==> src/rtl/axi_pkg.sv <==
// axi_pkg: shared definitions for the 2-master AXI write-path scheduler.
//   MASTER_NUM  : number of requesting masters (only 2 supported)
//   ORDER_DEPTH : default depth of the W/B order queues
//   master_id_t : master index as stored in the order queues
//   onehot_id() : master index -> one-hot select vector
package axi_pkg;

    localparam int MASTER_NUM  = 2;
    localparam int ORDER_DEPTH = 4;

    typedef logic [0:0] master_id_t;

    function automatic logic [MASTER_NUM-1:0] onehot_id(input master_id_t id);
        onehot_id     = '0;
        onehot_id[id] = 1'b1;
    endfunction

endpackage

==> src/rtl/axi_wr_sched_if.sv <==
// axi_wr_sched_if: VALID/READY/LAST handshake bundle plus mux selects
// around the write scheduler.
//   *_M : per-master side (one bit per master)
//   *_S : slave side (single channel toward the decoder/mux)
//   *_SEL : one-hot mux/demux selects, 00 = none
// Modports:
//   slave  : the scheduler's view
//   master : the view of the surrounding ports (or a testbench)
interface axi_wr_sched_if;
    import axi_pkg::*;

    logic [MASTER_NUM-1:0] AWVALID_M;
    logic [MASTER_NUM-1:0] AWREADY_M;
    logic                  AWVALID_S;
    logic                  AWREADY_S;
    logic [MASTER_NUM-1:0] AW_SEL;

    logic [MASTER_NUM-1:0] WVALID_M;
    logic [MASTER_NUM-1:0] WLAST_M;
    logic [MASTER_NUM-1:0] WREADY_M;
    logic                  WVALID_S;
    logic                  WREADY_S;
    logic [MASTER_NUM-1:0] W_SEL;

    logic                  BVALID_S;
    logic                  BREADY_S;
    logic [MASTER_NUM-1:0] BVALID_M;
    logic [MASTER_NUM-1:0] BREADY_M;
    logic [MASTER_NUM-1:0] B_SEL;

    modport slave (
        input  AWVALID_M, AWREADY_S, WVALID_M, WLAST_M, WREADY_S, BVALID_S, BREADY_M,
        output AWREADY_M, AWVALID_S, AW_SEL, WREADY_M, WVALID_S, W_SEL,
               BREADY_S, BVALID_M, B_SEL
    );

    modport master (
        output AWVALID_M, AWREADY_S, WVALID_M, WLAST_M, WREADY_S, BVALID_S, BREADY_M,
        input  AWREADY_M, AWVALID_S, AW_SEL, WREADY_M, WVALID_S, W_SEL,
               BREADY_S, BVALID_M, B_SEL
    );

endinterface

==> src/rtl/axi_wr_sched_order_fifo.sv <==
// order_fifo: small FIFO of master indices recording AW grant order.
//   ACLK, ARESETn : clock, async active-low reset (empties the queue)
//   push, din     : enqueue din (ignored when full)
//   pop           : dequeue head (ignored when empty)
//   head          : oldest entry, valid only when !empty
//   full, empty   : occupancy flags
// No bypass: an entry pushed into an empty queue appears the next cycle.
module order_fifo
    import axi_pkg::*;
#(
    parameter int DEPTH = ORDER_DEPTH
) (
    input  logic       ACLK,
    input  logic       ARESETn,
    input  logic       push,
    input  logic       pop,
    input  master_id_t din,
    output master_id_t head,
    output logic       full,
    output logic       empty
);

    localparam int PW = $clog2(DEPTH);

    master_id_t    mem [DEPTH];
    logic [PW-1:0] wr_ptr;
    logic [PW-1:0] rd_ptr;
    logic [PW:0]   count;
    logic          do_push;
    logic          do_pop;

    assign full    = (count == (PW+1)'(DEPTH));
    assign empty   = (count == '0);
    assign do_push = push & ~full;
    assign do_pop  = pop & ~empty;
    assign head    = mem[rd_ptr];

    // Storage needs no reset: head is only consumed while non-empty.
    always_ff @(posedge ACLK) begin
        if (do_push) begin
            mem[wr_ptr] <= din;
        end
    end

    // Pointers wrap naturally because DEPTH is a power of two.
    always_ff @(posedge ACLK or negedge ARESETn) begin
        if (!ARESETn) begin
            wr_ptr <= '0;
            rd_ptr <= '0;
            count  <= '0;
        end else begin
            if (do_push) begin
                wr_ptr <= wr_ptr + 1'b1;
            end
            if (do_pop) begin
                rd_ptr <= rd_ptr + 1'b1;
            end
            case ({do_push, do_pop})
                2'b10:   count <= count + 1'b1;
                2'b01:   count <= count - 1'b1;
                default: count <= count;
            endcase
        end
    end

endmodule

==> src/rtl/axi_wr_sched.sv <==
// axi_wr_sched: write-path scheduler for a 2-master AXI interconnect.
//   ACLK, ARESETn : clock, async active-low reset
//   bus (slave)   : AW arbitration (round-robin, locked until handshake),
//                   W steering to the owner of the oldest open burst,
//                   B steering to the owner of the oldest outstanding write.
// Only selects and VALID/READY gating are produced; payloads bypass.
module axi_wr_sched #(
    parameter int MASTER_NUM = axi_pkg::MASTER_NUM,
    parameter int DEPTH      = axi_pkg::ORDER_DEPTH
) (
    input  logic           ACLK,
    input  logic           ARESETn,
    axi_wr_sched_if.slave  bus
);
    import axi_pkg::*;

    logic       lock;
    master_id_t lock_id;
    master_id_t prio;

    master_id_t grant;
    logic       grant_vld;
    logic [MASTER_NUM-1:0] grant_oh;
    logic       aw_ok;
    logic       aw_hs;

    master_id_t wq_head;
    logic       wq_full;
    logic       wq_empty;
    logic       w_pop;
    logic [MASTER_NUM-1:0] w_sel;

    master_id_t bq_head;
    logic       bq_full;
    logic       bq_empty;
    logic       b_pop;
    logic [MASTER_NUM-1:0] b_sel;

    // Grant depends only on AWVALID_M and registered state, never on
    // AWREADY_S. ARESETn gating keeps AW outputs at 0 while reset is held
    // even if masters still assert AWVALID.
    always_comb begin
        grant     = prio;
        grant_vld = 1'b0;
        if (!ARESETn) begin
            grant_vld = 1'b0;
        end else if (lock) begin
            grant     = lock_id;
            grant_vld = |bus.AWVALID_M;
        end else if (bus.AWVALID_M[prio]) begin
            grant     = prio;
            grant_vld = 1'b1;
        end else if (bus.AWVALID_M[~prio]) begin
            grant     = ~prio;
            grant_vld = 1'b1;
        end
    end

    assign grant_oh      = grant_vld ? onehot_id(grant) : '0;
    assign aw_ok         = ~wq_full & ~bq_full;
    assign bus.AW_SEL    = grant_oh;
    assign bus.AWVALID_S = grant_vld & bus.AWVALID_M[grant] & aw_ok;
    assign bus.AWREADY_M = grant_oh & {MASTER_NUM{bus.AWREADY_S & aw_ok}};
    assign aw_hs         = bus.AWVALID_S & bus.AWREADY_S;

    always_ff @(posedge ACLK or negedge ARESETn) begin
        if (!ARESETn) begin
            lock    <= 1'b0;
            lock_id <= '0;
            prio    <= '0;
        end else if (aw_hs) begin
            lock <= 1'b0;
            prio <= ~grant;
        end else if (bus.AWVALID_S) begin
            lock    <= 1'b1;
            lock_id <= grant;
        end
    end

    order_fifo #(.DEPTH(DEPTH)) u_wq (
        .ACLK    (ACLK),
        .ARESETn (ARESETn),
        .push    (aw_hs),
        .pop     (w_pop),
        .din     (grant),
        .head    (wq_head),
        .full    (wq_full),
        .empty   (wq_empty)
    );

    order_fifo #(.DEPTH(DEPTH)) u_bq (
        .ACLK    (ACLK),
        .ARESETn (ARESETn),
        .push    (aw_hs),
        .pop     (b_pop),
        .din     (grant),
        .head    (bq_head),
        .full    (bq_full),
        .empty   (bq_empty)
    );

    // W steering: the head switches at the WLAST edge, so back-to-back
    // bursts from different masters run without a bubble.
    assign w_sel         = wq_empty ? '0 : onehot_id(wq_head);
    assign bus.W_SEL     = w_sel;
    assign bus.WVALID_S  = ~wq_empty & bus.WVALID_M[wq_head];
    assign bus.WREADY_M  = w_sel & {MASTER_NUM{bus.WREADY_S}};
    assign w_pop         = bus.WVALID_S & bus.WREADY_S & bus.WLAST_M[wq_head];

    // B steering.
    assign b_sel         = bq_empty ? '0 : onehot_id(bq_head);
    assign bus.B_SEL     = b_sel;
    assign bus.BVALID_M  = b_sel & {MASTER_NUM{bus.BVALID_S}};
    assign bus.BREADY_S  = ~bq_empty & bus.BREADY_M[bq_head];
    assign b_pop         = bus.BVALID_S & bus.BREADY_S;

endmodule

==> src/flat_wrapper.sv <==
// flat-port wrapper written by rule: the top's interface ports become plain ports
module axi_wr_sched_flat import axi_pkg::*;
#(
    parameter int MASTER_NUM = axi_pkg::MASTER_NUM,
    parameter int DEPTH      = axi_pkg::ORDER_DEPTH
)
  (ACLK, ARESETn, bus_AWVALID_M, bus_AWREADY_S, bus_WVALID_M, bus_WLAST_M, bus_WREADY_S, bus_BVALID_S, bus_BREADY_M, bus_AWREADY_M, bus_AWVALID_S, bus_AW_SEL, bus_WREADY_M, bus_WVALID_S, bus_W_SEL, bus_BREADY_S, bus_BVALID_M, bus_B_SEL);
  axi_wr_sched_if bus_i ();
  input  logic ACLK;
  input  logic ARESETn;
  input wire logic [$bits(bus_i.AWVALID_M)-1:0] bus_AWVALID_M;
  input wire logic [$bits(bus_i.AWREADY_S)-1:0] bus_AWREADY_S;
  input wire logic [$bits(bus_i.WVALID_M)-1:0] bus_WVALID_M;
  input wire logic [$bits(bus_i.WLAST_M)-1:0] bus_WLAST_M;
  input wire logic [$bits(bus_i.WREADY_S)-1:0] bus_WREADY_S;
  input wire logic [$bits(bus_i.BVALID_S)-1:0] bus_BVALID_S;
  input wire logic [$bits(bus_i.BREADY_M)-1:0] bus_BREADY_M;
  output wire logic [$bits(bus_i.AWREADY_M)-1:0] bus_AWREADY_M;
  output wire logic [$bits(bus_i.AWVALID_S)-1:0] bus_AWVALID_S;
  output wire logic [$bits(bus_i.AW_SEL)-1:0] bus_AW_SEL;
  output wire logic [$bits(bus_i.WREADY_M)-1:0] bus_WREADY_M;
  output wire logic [$bits(bus_i.WVALID_S)-1:0] bus_WVALID_S;
  output wire logic [$bits(bus_i.W_SEL)-1:0] bus_W_SEL;
  output wire logic [$bits(bus_i.BREADY_S)-1:0] bus_BREADY_S;
  output wire logic [$bits(bus_i.BVALID_M)-1:0] bus_BVALID_M;
  output wire logic [$bits(bus_i.B_SEL)-1:0] bus_B_SEL;
  assign bus_i.AWVALID_M = bus_AWVALID_M;
  assign bus_i.AWREADY_S = bus_AWREADY_S;
  assign bus_i.WVALID_M = bus_WVALID_M;
  assign bus_i.WLAST_M = bus_WLAST_M;
  assign bus_i.WREADY_S = bus_WREADY_S;
  assign bus_i.BVALID_S = bus_BVALID_S;
  assign bus_i.BREADY_M = bus_BREADY_M;
  assign bus_AWREADY_M = bus_i.AWREADY_M;
  assign bus_AWVALID_S = bus_i.AWVALID_S;
  assign bus_AW_SEL = bus_i.AW_SEL;
  assign bus_WREADY_M = bus_i.WREADY_M;
  assign bus_WVALID_S = bus_i.WVALID_S;
  assign bus_W_SEL = bus_i.W_SEL;
  assign bus_BREADY_S = bus_i.BREADY_S;
  assign bus_BVALID_M = bus_i.BVALID_M;
  assign bus_B_SEL = bus_i.B_SEL;
  axi_wr_sched #(.MASTER_NUM(MASTER_NUM), .DEPTH(DEPTH)) u_core (.ACLK(ACLK), .ARESETn(ARESETn), .bus(bus_i));
endmodule
==> config.mk <==
export PLATFORM = sky130hd
export DESIGN_NAME = axi_wr_sched_flat
export DESIGN_NICKNAME = d
export VERILOG_FILES = /design/src/rtl/axi_pkg.sv /design/src/rtl/axi_wr_sched_if.sv /design/src/rtl/axi_wr_sched_order_fifo.sv /design/src/rtl/axi_wr_sched.sv /design/src/flat_wrapper.sv
export SDC_FILE = /design/constraint.sdc
export NUM_CORES = 1
export LEC_CHECK = 0
export CAP_MARGIN = 15
export CELL_PAD_IN_SITES_DETAIL_PLACEMENT = 1
export CELL_PAD_IN_SITES_GLOBAL_PLACEMENT = 1
export CORE_MARGIN = 1
export CORE_UTILIZATION = 35
export CTS_CLUSTER_DIAMETER = 150
export DETAILED_ROUTE_END_ITERATION = 16
export PLACE_DENSITY_LB_ADDON = 0.12
export RECOVER_POWER = 100
export SETUP_SLACK_MARGIN = 0.3
export SYNTH_ARGS = -nofsm -noshare
export SYNTH_HDL_FRONTEND = slang
export SYNTH_SLANG_ARGS = --single-unit
==> constraint.sdc <==
create_clock -name ACLK -period 2.8 [get_ports ACLK]
set_input_delay 0.84 -clock ACLK [delete_from_list [all_inputs] [get_ports ACLK]]
set_output_delay 0.84 -clock ACLK [all_outputs]
set_load 0.01 [all_outputs]
==> reports/metrics.cfg, run 1 <==
[worst_hold_path]
min_path_type = flip-flop to flip-flop
hold_start = u_core.u_bq.rd_ptr[1]

[floorplan]
die_y_um = 66.5
initial_core_util = 0.364
io_pins = 28
die-area_sq_um = 4420
core_area_sq_um = 4000
core.rowCount = 23
die_w_um = 66.5

[worst_setup_path]
worstSetupPathType = flip-flop to primary output
worstPathRequired_ns = 1.96
crit_start = u_core.u_bq.rd_ptr[0]
reg2reg_from = u_core.u_wq.rd_ptr[0]
cp_max_fo = 3
worst_ep_arrival_time_ns = 1.81
start_kind = flip-flop
crit_path_end_kind = primary output

[synthesis]
synth_area_per_cell_sq_um = 11.0
syn-num-nets = 157
synthesis.area_sq_um = 1460
ys_warn_count = 0
ys_ff_latch = 25
synthCells = 132
synth_cell_types = 31
synth-seq-area-share = 0.457

[pwr]
power_mw = 1.98
peakVddDrop_uv = 364
seq_power_share = 0.343
p_sw_mw = 0.785
combPwrFrac = 0.547
p_per_area_nw_per_um2 = 990
p_int_mw = 1.20
swShare = 0.397
clkPwrFrac = 0.109
p_leak_nw = 0.896

[timing]
skew_ns = 0.00597
setup_violations = 0
finalMaxSlewViolations = 0
slew_headroom = 0.288
period_share = 0.946
final_hold_viol_count = 0
tns_ns = 0
fmax_mhz = 377
tightest_slew_ns = 1.07
fin_crit_ns = 2.65
whs_ns = 0.485
grt_setup_unrepaired = true

[layout]
diodes = 0
final_cells = 241
final_layout_size_suffix_gt1_frac = 0.283
seq_area_sq_um = 666
syn_to_final_growth_pct = 37.5
multi_input_area_sq_um = 774
n_fill_cell = 443
final_nets = 217
fin_util = 0.500

[clock_network]
numClockSinks = 25
htree_levels = 1
hold_buffers = 0
cts_buffer_depth = 2
clockRootBuffer = clkbuf_8
clock_latency_ns = 0.27
cts_made_buffers = 3
clkTransAtPathRegs_ns = 0.09
cts_tree = done

[route]
drt_iter0_drc = 37
routed_wirelength_mm = 3.41
wl_per_cell_um = 14.2
vias = 1128
via_per_inst = 4.68
ant_nets = 0
drc = 0
drt_pass1_iterations = 3

[grt]
antenna_found_initial = 0
overflow = 0
grt_pass1_wl_mm = 5.64
grt_max_degree = 20
grt_pass1_vias = 1206
grt.total_usage = 0.171

[placement]
dp.cells = 223
gp_congestion = 0.785
dpl.hpwl_mm = 2.50
io_buffers = 27

[flow_run]
drv_cap = 0

[run_status]
status = finished, final reports clean

## cell families (layout without fill, tap and decap cells)
family,after synthesis,in the layout,share of synthesized area
AOI/OAI and AO/OA,12,12,0.0576
adders and majority gates,12,12,0.114
and+or+nand+nor,42,42,0.149
buffers and inverters,17,76,0.0447
muxes,12,12,0.106
DFF,25,25,0.457
xor gates and xnor gates,12,12,0.0722
## layer usage
| layer | GRT usage | wire length, um |
|---|---|---|
| met5 | 0 | 0 |
| met4 | 0.0479 | 23 |
| met3 | 0.0257 | 70 |
| met2 | 0.297 | 1840 |
| met1 | 0.218 | 1480 |
## registers in the layout, summed over array words and instances (netlist names)
signal and flops:
u_core.lock_id 1, u_core.u_bq.count 3, u_core.u_bq.rd_ptr 2, u_core.u_wq.rd_ptr 2
u_core.u_wq.count 3, u_core.u_bq.mem 4, u_core.u_bq.wr_ptr 2, u_core.u_wq.mem 4
u_core.prio 1, u_core.u_wq.wr_ptr 2, u_core.lock 1
## placed cells by master (no fill, tap or decap), types with 5 or more instances in the layout
cell type / count
xor2_1: 8
clkdlybuf4s50_1: 6
edfxtp_1: 8
inv_1: 13
dfrtp_1: 17
clkbuf_4: 6
nor2_1: 13
ha_1: 10
clkbuf_1: 16
mux2i_1: 5
buf_4: 18
and2_0: 8
## cells in the mapped netlist
| cell type | instances | area [sq um] |
|---|---|---|
| dfrtp_1 | 17 | 425 |
| nor2_1 | 16 | 60.1 |
| inv_1 | 15 | 56.3 |
| ha_1 | 10 | 125 |
| and2_1 | 8 | 50.1 |
| edfxtp_1 | 8 | 240 |
| xor2_1 | 8 | 70.1 |
| mux2i_1 | 6 | 60.1 |
| nand2_1 | 4 | 15.0 |
| nor2b_1 | 4 | 25.0 |
| nor3_1 | 4 | 20.0 |
| xnor2_1 | 4 | 35.0 |
| a21oi_1 | 3 | 15.0 |
| mux2_2 | 3 | 33.8 |
| fa_1 | 2 | 40.0 |
| mux4_2 | 2 | 45.0 |
| nand2b_1 | 2 | 12.5 |
| nor3b_1 | 2 | 15.0 |
| o21ai_0 | 2 | 10.0 |
| a2111oi_0 | 1 | 8.76 |
| a211oi_1 | 1 | 7.51 |
| a21o_1 | 1 | 7.51 |
| a221o_1 | 1 | 10.0 |
| a22o_1 | 1 | 8.76 |
| buf_2 | 1 | 5.00 |
| clkbuf_1 | 1 | 3.75 |
| mux2_4 | 1 | 15.0 |
| nor3b_2 | 1 | 12.5 |
| nor4_1 | 1 | 6.26 |
| o21a_1 | 1 | 7.51 |
| o22a_1 | 1 | 8.76 |
## stage by stage
step                      setup WS, ns  cell area, sq um
after floorplan                  0.294              1480
after global placement          -0.517              1920
after detailed placement        -0.596              1920
after CTS                        0.121              2030
after global routing            0.0463              2000
final                            0.150              2000
## power by group through the flow
stage | clock, mW | combinational [mW] | sequential (mW)
finish | 0.216 | 1.08 | 0.680
detailed placement | 0 | 1.00 | 0.694
global route | 0.234 | 1.21 | 0.705
global placement | 0 | 0.958 | 0.685
floorplan | 0 | 0.614 | 0.643
CTS | 0.224 | 1.08 | 0.685
## worst paths after layout
kind	endpoint	slack (ns)	cells past startpoint
worst min-delay path	u_core.u_bq.rd_ptr[1]	0.49	1
worst min register to register	u_core.u_bq.rd_ptr[1]	0.49	1
worst max-delay path	bus_BREADY_S	0.15	5
min in group asynchronous	u_core.u_wq.count[2]	0.88	2
worst max register to register	u_core.u_wq.count[2]	0.21	10
max in group asynchronous	u_core.u_wq.rd_ptr[0]	1.28	2
## repair_timing
action,4_1_cts,5_1_grt
resized for setup,85,19
buffers inserted,11,3
pin swaps,5,7
setup endpoints to repair,19,17
## worst max-delay path: stages (launching register included)
cell and delay (ns):
dfrtp_1 0.38, mux4_2 0.56, clkbuf_1 0.16, mux2i_4 0.20, nor2_1 0.09, clkbuf_1 0.16
## area by class of cell
| class | instances | share of cell area |
|---|---|---|
| repair buffers | 57 | 0.198 |
| well taps | 50 | 0.0313 |
| multi-input cells | 90 | 0.387 |
| clock buffers | 3 | 0.0206 |
| inverters | 15 | 0.0281 |
| clock inverters | 1 | 0.00250 |
| flip-flops and latches | 25 | 0.333 |
Power figures use the tool's default switching activity.
==> run 2, diff against run 1 <==
- RECOVER_POWER: 100 -> unset
==> reports/metrics.cfg, run 2 (synthesized netlist as in run 1, its figures left out) <==
[placement]
gp_congestion = 0.785  ; unchanged
dpl.hpwl_mm = 2.50  ; unchanged
io_buffers = 27  ; unchanged
preCtsSetupSlack_ns = -0.596  ; unchanged
placed_area_sq_um = 1920  ; unchanged

[route]
ant_nets = 0  ; unchanged
drt_iter0_drc = 26  ; -30%
via_per_inst = 4.70  ; +0.35%
routed_wirelength_mm = 3.42  ; +0.12%
vias = 1132  ; +0.35%
drt_pass1_iterations = 4  ; +1
wl_per_cell_um = 14.2  ; +0.12%
drc = 0  ; unchanged

[pwr]
swShare = 0.388  ; -0.00864
p_int_mw = 1.26  ; +5.1%
power_mw = 2.05  ; +3.6%
clkPwrFrac = 0.105  ; -0.004
p_leak_nw = 0.968  ; +8.1%
combPwrFrac = 0.563  ; +0.016
peakVddDrop_uv = 365  ; +0.38%
p_per_area_nw_per_um2 = 982  ; -0.82%
p_sw_mw = 0.796  ; +1.3%
seq_power_share = 0.332  ; -0.011

[clock_network]
clock_latency_ns = 0.27  ; about the same
hold_buffers = 0  ; unchanged
clockRootBuffer = clkbuf_8
cts_tree = done
clkTransAtPathRegs_ns = 0.09  ; about the same
cts_made_buffers = 3  ; unchanged
numClockSinks = 25  ; unchanged
cts_buffer_depth = 2  ; unchanged
htree_levels = 1  ; unchanged

[layout]
n_fill_cell = 440  ; -0.68%
design_area_sq_um = 2090  ; +4.4%
syn_to_final_growth_pct = 43.6
final_common_cell = buf_4
final_cell_mix = buf_4, dfrtp_1, buf_2
final_nets = 217  ; unchanged
multi_input_area_sq_um = 823  ; +6.3%
seq_area_sq_um = 666  ; unchanged
reg_top3 = u_core.u_bq.mem (4), u_core.u_wq.mem (4)
diodes = 0  ; unchanged
fin_util = 0.522  ; +0.0222
final_layout_size_suffix_gt1_frac = 0.393  ; +0.110

[floorplan]
die_w_um = 66.5  ; unchanged
core.rowCount = 23  ; unchanged
core_area_sq_um = 4000  ; unchanged
die_y_um = 66.5  ; unchanged
initial_core_util = 0.364  ; unchanged
die-area_sq_um = 4420  ; unchanged
io_pins = 28  ; unchanged

[grt]
grt_pass1_wl_mm = 5.64  ; unchanged
grt.total_usage = 0.171  ; unchanged
antenna_found_initial = 0  ; unchanged
grt_max_degree = 20  ; unchanged
grt_pass1_vias = 1206  ; unchanged
overflow = 0  ; unchanged

[timing]
slew_headroom = 0.710  ; +0.422
fin_ws_ns = 0.161  ; +0.0113 ns
final_hold_viol_count = 0  ; unchanged
period_share = 0.942  ; -0.00403
whs_ns = 0.485  ; -0.000428 ns
tightest_slew_ns = 0.431  ; -0.637 ns
setup_violations = 0  ; unchanged
fmax_mhz = 379  ; +0.43%
finalMaxSlewViolations = 0  ; unchanged
skew_ns = 0.00470  ; -0.00127 ns
fin_crit_ns = 2.64  ; -0.0113 ns
grt_setup_unrepaired = true

[worst_setup_path]
crit_path_end_kind = primary output
cp_max_fo = 3  ; unchanged
worst-r2r-cell-count = 10  ; unchanged
worstPathRequired_ns = 1.96  ; about the same
worst_ep_arrival_time_ns = 1.80  ; about the same
worstSetupPathType = flip-flop to primary output
ff2ff_setup_slack_ns = 0.23  ; +0.02 ns
start_kind = flip-flop

[run_status]
status = finished, final reports clean

[worst_hold_path]
min_path_type = flip-flop to flip-flop
hold-path-cell-count = 1  ; unchanged

[flow_run]
drv_cap = 0  ; unchanged

## run 2: changes by cell type in the layout (fill, tap and decap cells not counted), moves of 2 or more
cell / previous run / this run
and2_0: 8 / 0
and2_1: 0 / 8
buf_2: 4 / 15
buf_4: 18 / 25
buf_6: 4 / 6
clkbuf_1: 16 / 0
clkbuf_4: 6 / 2
ha_1: 10 / 8
ha_4: 0 / 2
## run 2: cell type report
| class | instances | share of cell area |
|---|---|---|
| Sequential cell | 25 | 0.319 |
| Timing Repair Buffer | 57 | 0.208 |
| Multi-Input combinational cell | 90 | 0.394 |
| Clock inverter | 1 | 0.00240 |
| Clock buffer | 3 | 0.0198 |
| Tap cell | 50 | 0.0299 |
| Inverter | 15 | 0.0269 |
## run 2: through the flow
| step | setup TNS [ns] | std cells |
|---|---|---|
| final | 0 | 241 |
| after global routing | 0 | 241 |
| after CTS | 0 | 238 |
| after detailed placement | -3.93 | 223 |
| after global placement | -3.25 | 223 |
| after floorplan | 0 | 132 |
## run 2: repair_timing
action                                 in CTS  in global routing
cloned                                      0                  0
gates resized for setup                    85                 19
buffers inserted                           11                  3
endpoints found under the hold margin       0                  0
setup endpoints to repair                  19                 17
pin swaps                                   5                  7
## run 2: worst max-delay path, cell delays in order (launching register included)
cell     delay (ns)
dfrtp_1        0.39
mux4_2         0.56
buf_6          0.15
buf_6          0.10
mux2i_1        0.13
nor2_1         0.05
buf_2          0.15
## run 2: layer usage
| layer | track usage | up-vias | part of all wire |
|---|---|---|---|
| met5 | 0 | - | 0 |
| met3 | 0.0257 | 2 | 0.020 |
| met2 | 0.297 | 10 | 0.54 |
| met4 | 0.0479 | 0 | 0.0067 |
| met1 | 0.218 | 559 | 0.43 |
| li1 | - | 561 | - |
## run 2: power by group through the flow
stage	clock, mW	combinational, mW	sequential [mW]
after global placement	0	0.958	0.685
after floorplan	0	0.614	0.643
after global routing	0.234	1.28	0.705
after detailed placement	0	1.00	0.694
final	0.216	1.15	0.681
after CTS	0.224	1.08	0.685
## run 2: final timing paths
| path | start | end |
|---|---|---|
| setup / recovery | u_core.u_wq.rd_ptr[0] | bus_WVALID_S |
| hold / removal | u_core.u_bq.rd_ptr[1] | u_core.u_bq.rd_ptr[1] |
| setup reg to reg | u_core.u_wq.rd_ptr[0] | u_core.u_wq.count[2] |
| hold reg to reg | u_core.u_bq.rd_ptr[1] | u_core.u_bq.rd_ptr[1] |
| max in group asynchronous | ARESETn | u_core.u_wq.rd_ptr[0] |
| min in group asynchronous | ARESETn | u_core.u_wq.count[0] |
==> run 3, diff against run 2 <==
- PLACE_DENSITY: unset -> 0.79
- PLACE_DENSITY_LB_ADDON: 0.12 -> unset
==> reports/metrics.cfg, run 3 (synthesized netlist as in run 1, its figures left out) <==
[layout]
diodes = 0  ; unchanged
design_area_sq_um = 2080  ; -0.48%
reg_top3 = u_core.u_bq.mem (4), u_core.u_wq.mem (4)
final_cells = 239  ; -0.83%
final_nets = 215  ; -0.92%
final_cell_mix = buf_4, dfrtp_1, inv_1, buf_2, nor2_1
final_layout_size_suffix_gt1_frac = 0.407  ; +0.0147
fin_util = 0.520  ; -0.00250
syn_to_final_growth_pct = 42.9
n_fill_cell = 431  ; -2.0%
final_common_cell = buf_4

[timing]
fin_crit_ns = 2.66  ; +0.0214 ns
final_hold_viol_count = 0  ; unchanged
skew_ns = 0.00368  ; -0.00101 ns
fmax_mhz = 376  ; -0.80%
tightest_slew_ns = 0.462  ; +0.0312 ns
grt_setup_unrepaired = true
setup_violations = 0  ; unchanged
finalMaxSlewViolations = 0  ; unchanged
period_share = 0.950  ; +0.00763
slew_headroom = 0.689  ; -0.0209
fin_ws_ns = 0.140  ; -0.0214 ns

[worst_setup_path]
worst_ep_arrival_time_ns = 1.82  ; +0.02 ns
slowest_stage = mux4_2
worstSetupPathType = flip-flop to primary output
worstPathRequired_ns = 1.96  ; about the same
ff2ff_setup_slack_ns = 0.17  ; -0.06 ns
r2r_end = u_core.u_wq.count[2]
crit_path_end_kind = primary output
cp_max_fo = 3  ; unchanged
slowest_delay_ns = 0.56  ; about the same
crit_start = u_core.u_wq.rd_ptr[0]
reg2reg_from = u_core.u_wq.rd_ptr[0]
worst-r2r-cell-count = 10  ; unchanged
start_kind = flip-flop
path_common_cell = buf_6
crit_chain = mux4_2 -> buf_6 -> buf_6 -> mux2i_1 -> nor2_1 -> buf_2

[floorplan]
die-area_sq_um = 4420  ; unchanged
core.rowCount = 23  ; unchanged
initial_core_util = 0.364  ; unchanged
die_y_um = 66.5  ; unchanged
die_w_um = 66.5  ; unchanged
core_area_sq_um = 4000  ; unchanged
io_pins = 28  ; unchanged

[route]
routed_wirelength_mm = 3.53  ; +3.3%
drt_pass1_iterations = 4  ; unchanged
drc = 0  ; unchanged
vias = 1135  ; +0.27%
wl_per_cell_um = 14.8  ; +4.2%
ant_nets = 0  ; unchanged
via_per_inst = 4.75  ; +1.1%
drt_iter0_drc = 56  ; +120%

[pwr]
seq_power_share = 0.340  ; +0.008
swShare = 0.399  ; +0.0113
power_mw = 2.04  ; -0.78%
p_leak_nw = 0.951  ; -1.8%
peakVddDrop_uv = 415  ; +13%
p_int_mw = 1.22  ; -2.6%
clkPwrFrac = 0.108  ; +0.003
p_per_area_nw_per_um2 = 979  ; -0.31%
combPwrFrac = 0.552  ; -0.011
p_sw_mw = 0.813  ; +2.1%

[grt]
grt.total_usage = 0.174  ; +0.00322
antenna_found_initial = 0  ; unchanged
grt_pass1_vias = 1217  ; +0.91%
grt_max_degree = 20  ; unchanged
overflow = 0  ; unchanged
grt_pass1_wl_mm = 5.70  ; +0.97%

[worst_hold_path]
hold-path-cell-count = 1  ; unchanged
min_path_type = flip-flop to flip-flop
hold_start = u_core.u_bq.rd_ptr[1]
min_to = u_core.u_bq.rd_ptr[1]

[clock_network]
htree_levels = 1  ; unchanged
numClockSinks = 25  ; unchanged
cts_made_buffers = 3  ; unchanged
cts_tree = done
clkTransAtPathRegs_ns = 0.09  ; about the same
cts_buffer_depth = 2  ; unchanged
clockRootBuffer = clkbuf_8
hold_buffers = 0  ; unchanged
clock_latency_ns = 0.27  ; about the same

[run_status]
status = finished, final reports clean

[placement]
dpl.hpwl_mm = 2.53  ; +1.4%
gp_congestion = 0.715  ; -9.0%
placed_area_sq_um = 1920  ; unchanged
dp.cells = 223  ; unchanged
preCtsSetupSlack_ns = -0.646  ; -0.0503 ns
io_buffers = 27  ; unchanged

[flow_run]
drv_cap = 0  ; unchanged

[run 3: cell count changes in the layout (fill, tap and decap cells not counted), sizes merged]
cell           previous run  this run
clkinvlp                  0         1
dlygate4sd1               1         0
buf                      46        43
clkinv                    1         0
clkdlybuf4s15             0         2
[run 3: cell type report]
class	count	area (sq um)	area share
repair buffers	55	419	0.202
multi-input cells	90	826	0.397
clock inverters	1	7.51	0.00361
clock buffers	3	41.3	0.0199
well taps	50	62.6	0.0301
flip-flops and latches	25	667	0.321
inverters	15	56.3	0.0271
[run 3: layer usage]
metal  share of wire  wire length (um)  vias up  track usage
met3           0.027                96        6       0.0360
li1                -                 -      553            -
met5               0                 0        -            0
met1            0.43              1500      562        0.205
met4          0.0088                31        0       0.0319
met2            0.54              1900       14        0.324
[run 3: power groups by stage]
stage	combinational [mW]	clock, mW	sequential [mW]
after floorplan	0.614	0	0.643
after global placement	0.942	0	0.681
after CTS	1.06	0.224	0.689
after global routing	1.25	0.237	0.714
final	1.12	0.220	0.692
after detailed placement	1.01	0	0.696
[run 3: how the worst max path moves through the flow]
| stage | endpoint | slack, ns | depth (start not counted) |
|---|---|---|---|
| global route | u_core.u_wq.count[2] | 0.06 | 10 |
| floorplan | u_core.u_bq.count[2] | 0.29 | 11 |
| detailed placement | bus_AWREADY_M[1] | -0.65 | 5 |
| finish | bus_WVALID_S | 0.14 | 6 |
| CTS | bus_WVALID_S | 0.13 | 6 |
| global placement | bus_AWREADY_M[1] | -0.51 | 5 |
[run 3: what timing repair did]
item,in CTS,in global routing
pin swaps,7,6
gates resized for setup,85,14
endpoints found under the setup margin,19,18
buffers inserted,8,4
[run 3: critical path, delay by kind of cell (launching register included)]
family	cells	cell delay, ns
DFF	1	0.41
and+or+nand+nor	1	0.05
muxes	2	0.69
buffers and inverters	3	0.40
[run 3: through the flow]
stage	setup TNS [ns]	hold WS, ns
floorplan	0	0.450
global placement	-3.17	0.470
detailed placement	-4.09	0.472
CTS	0	0.495
global route	0	0.527
finish	0	0.494
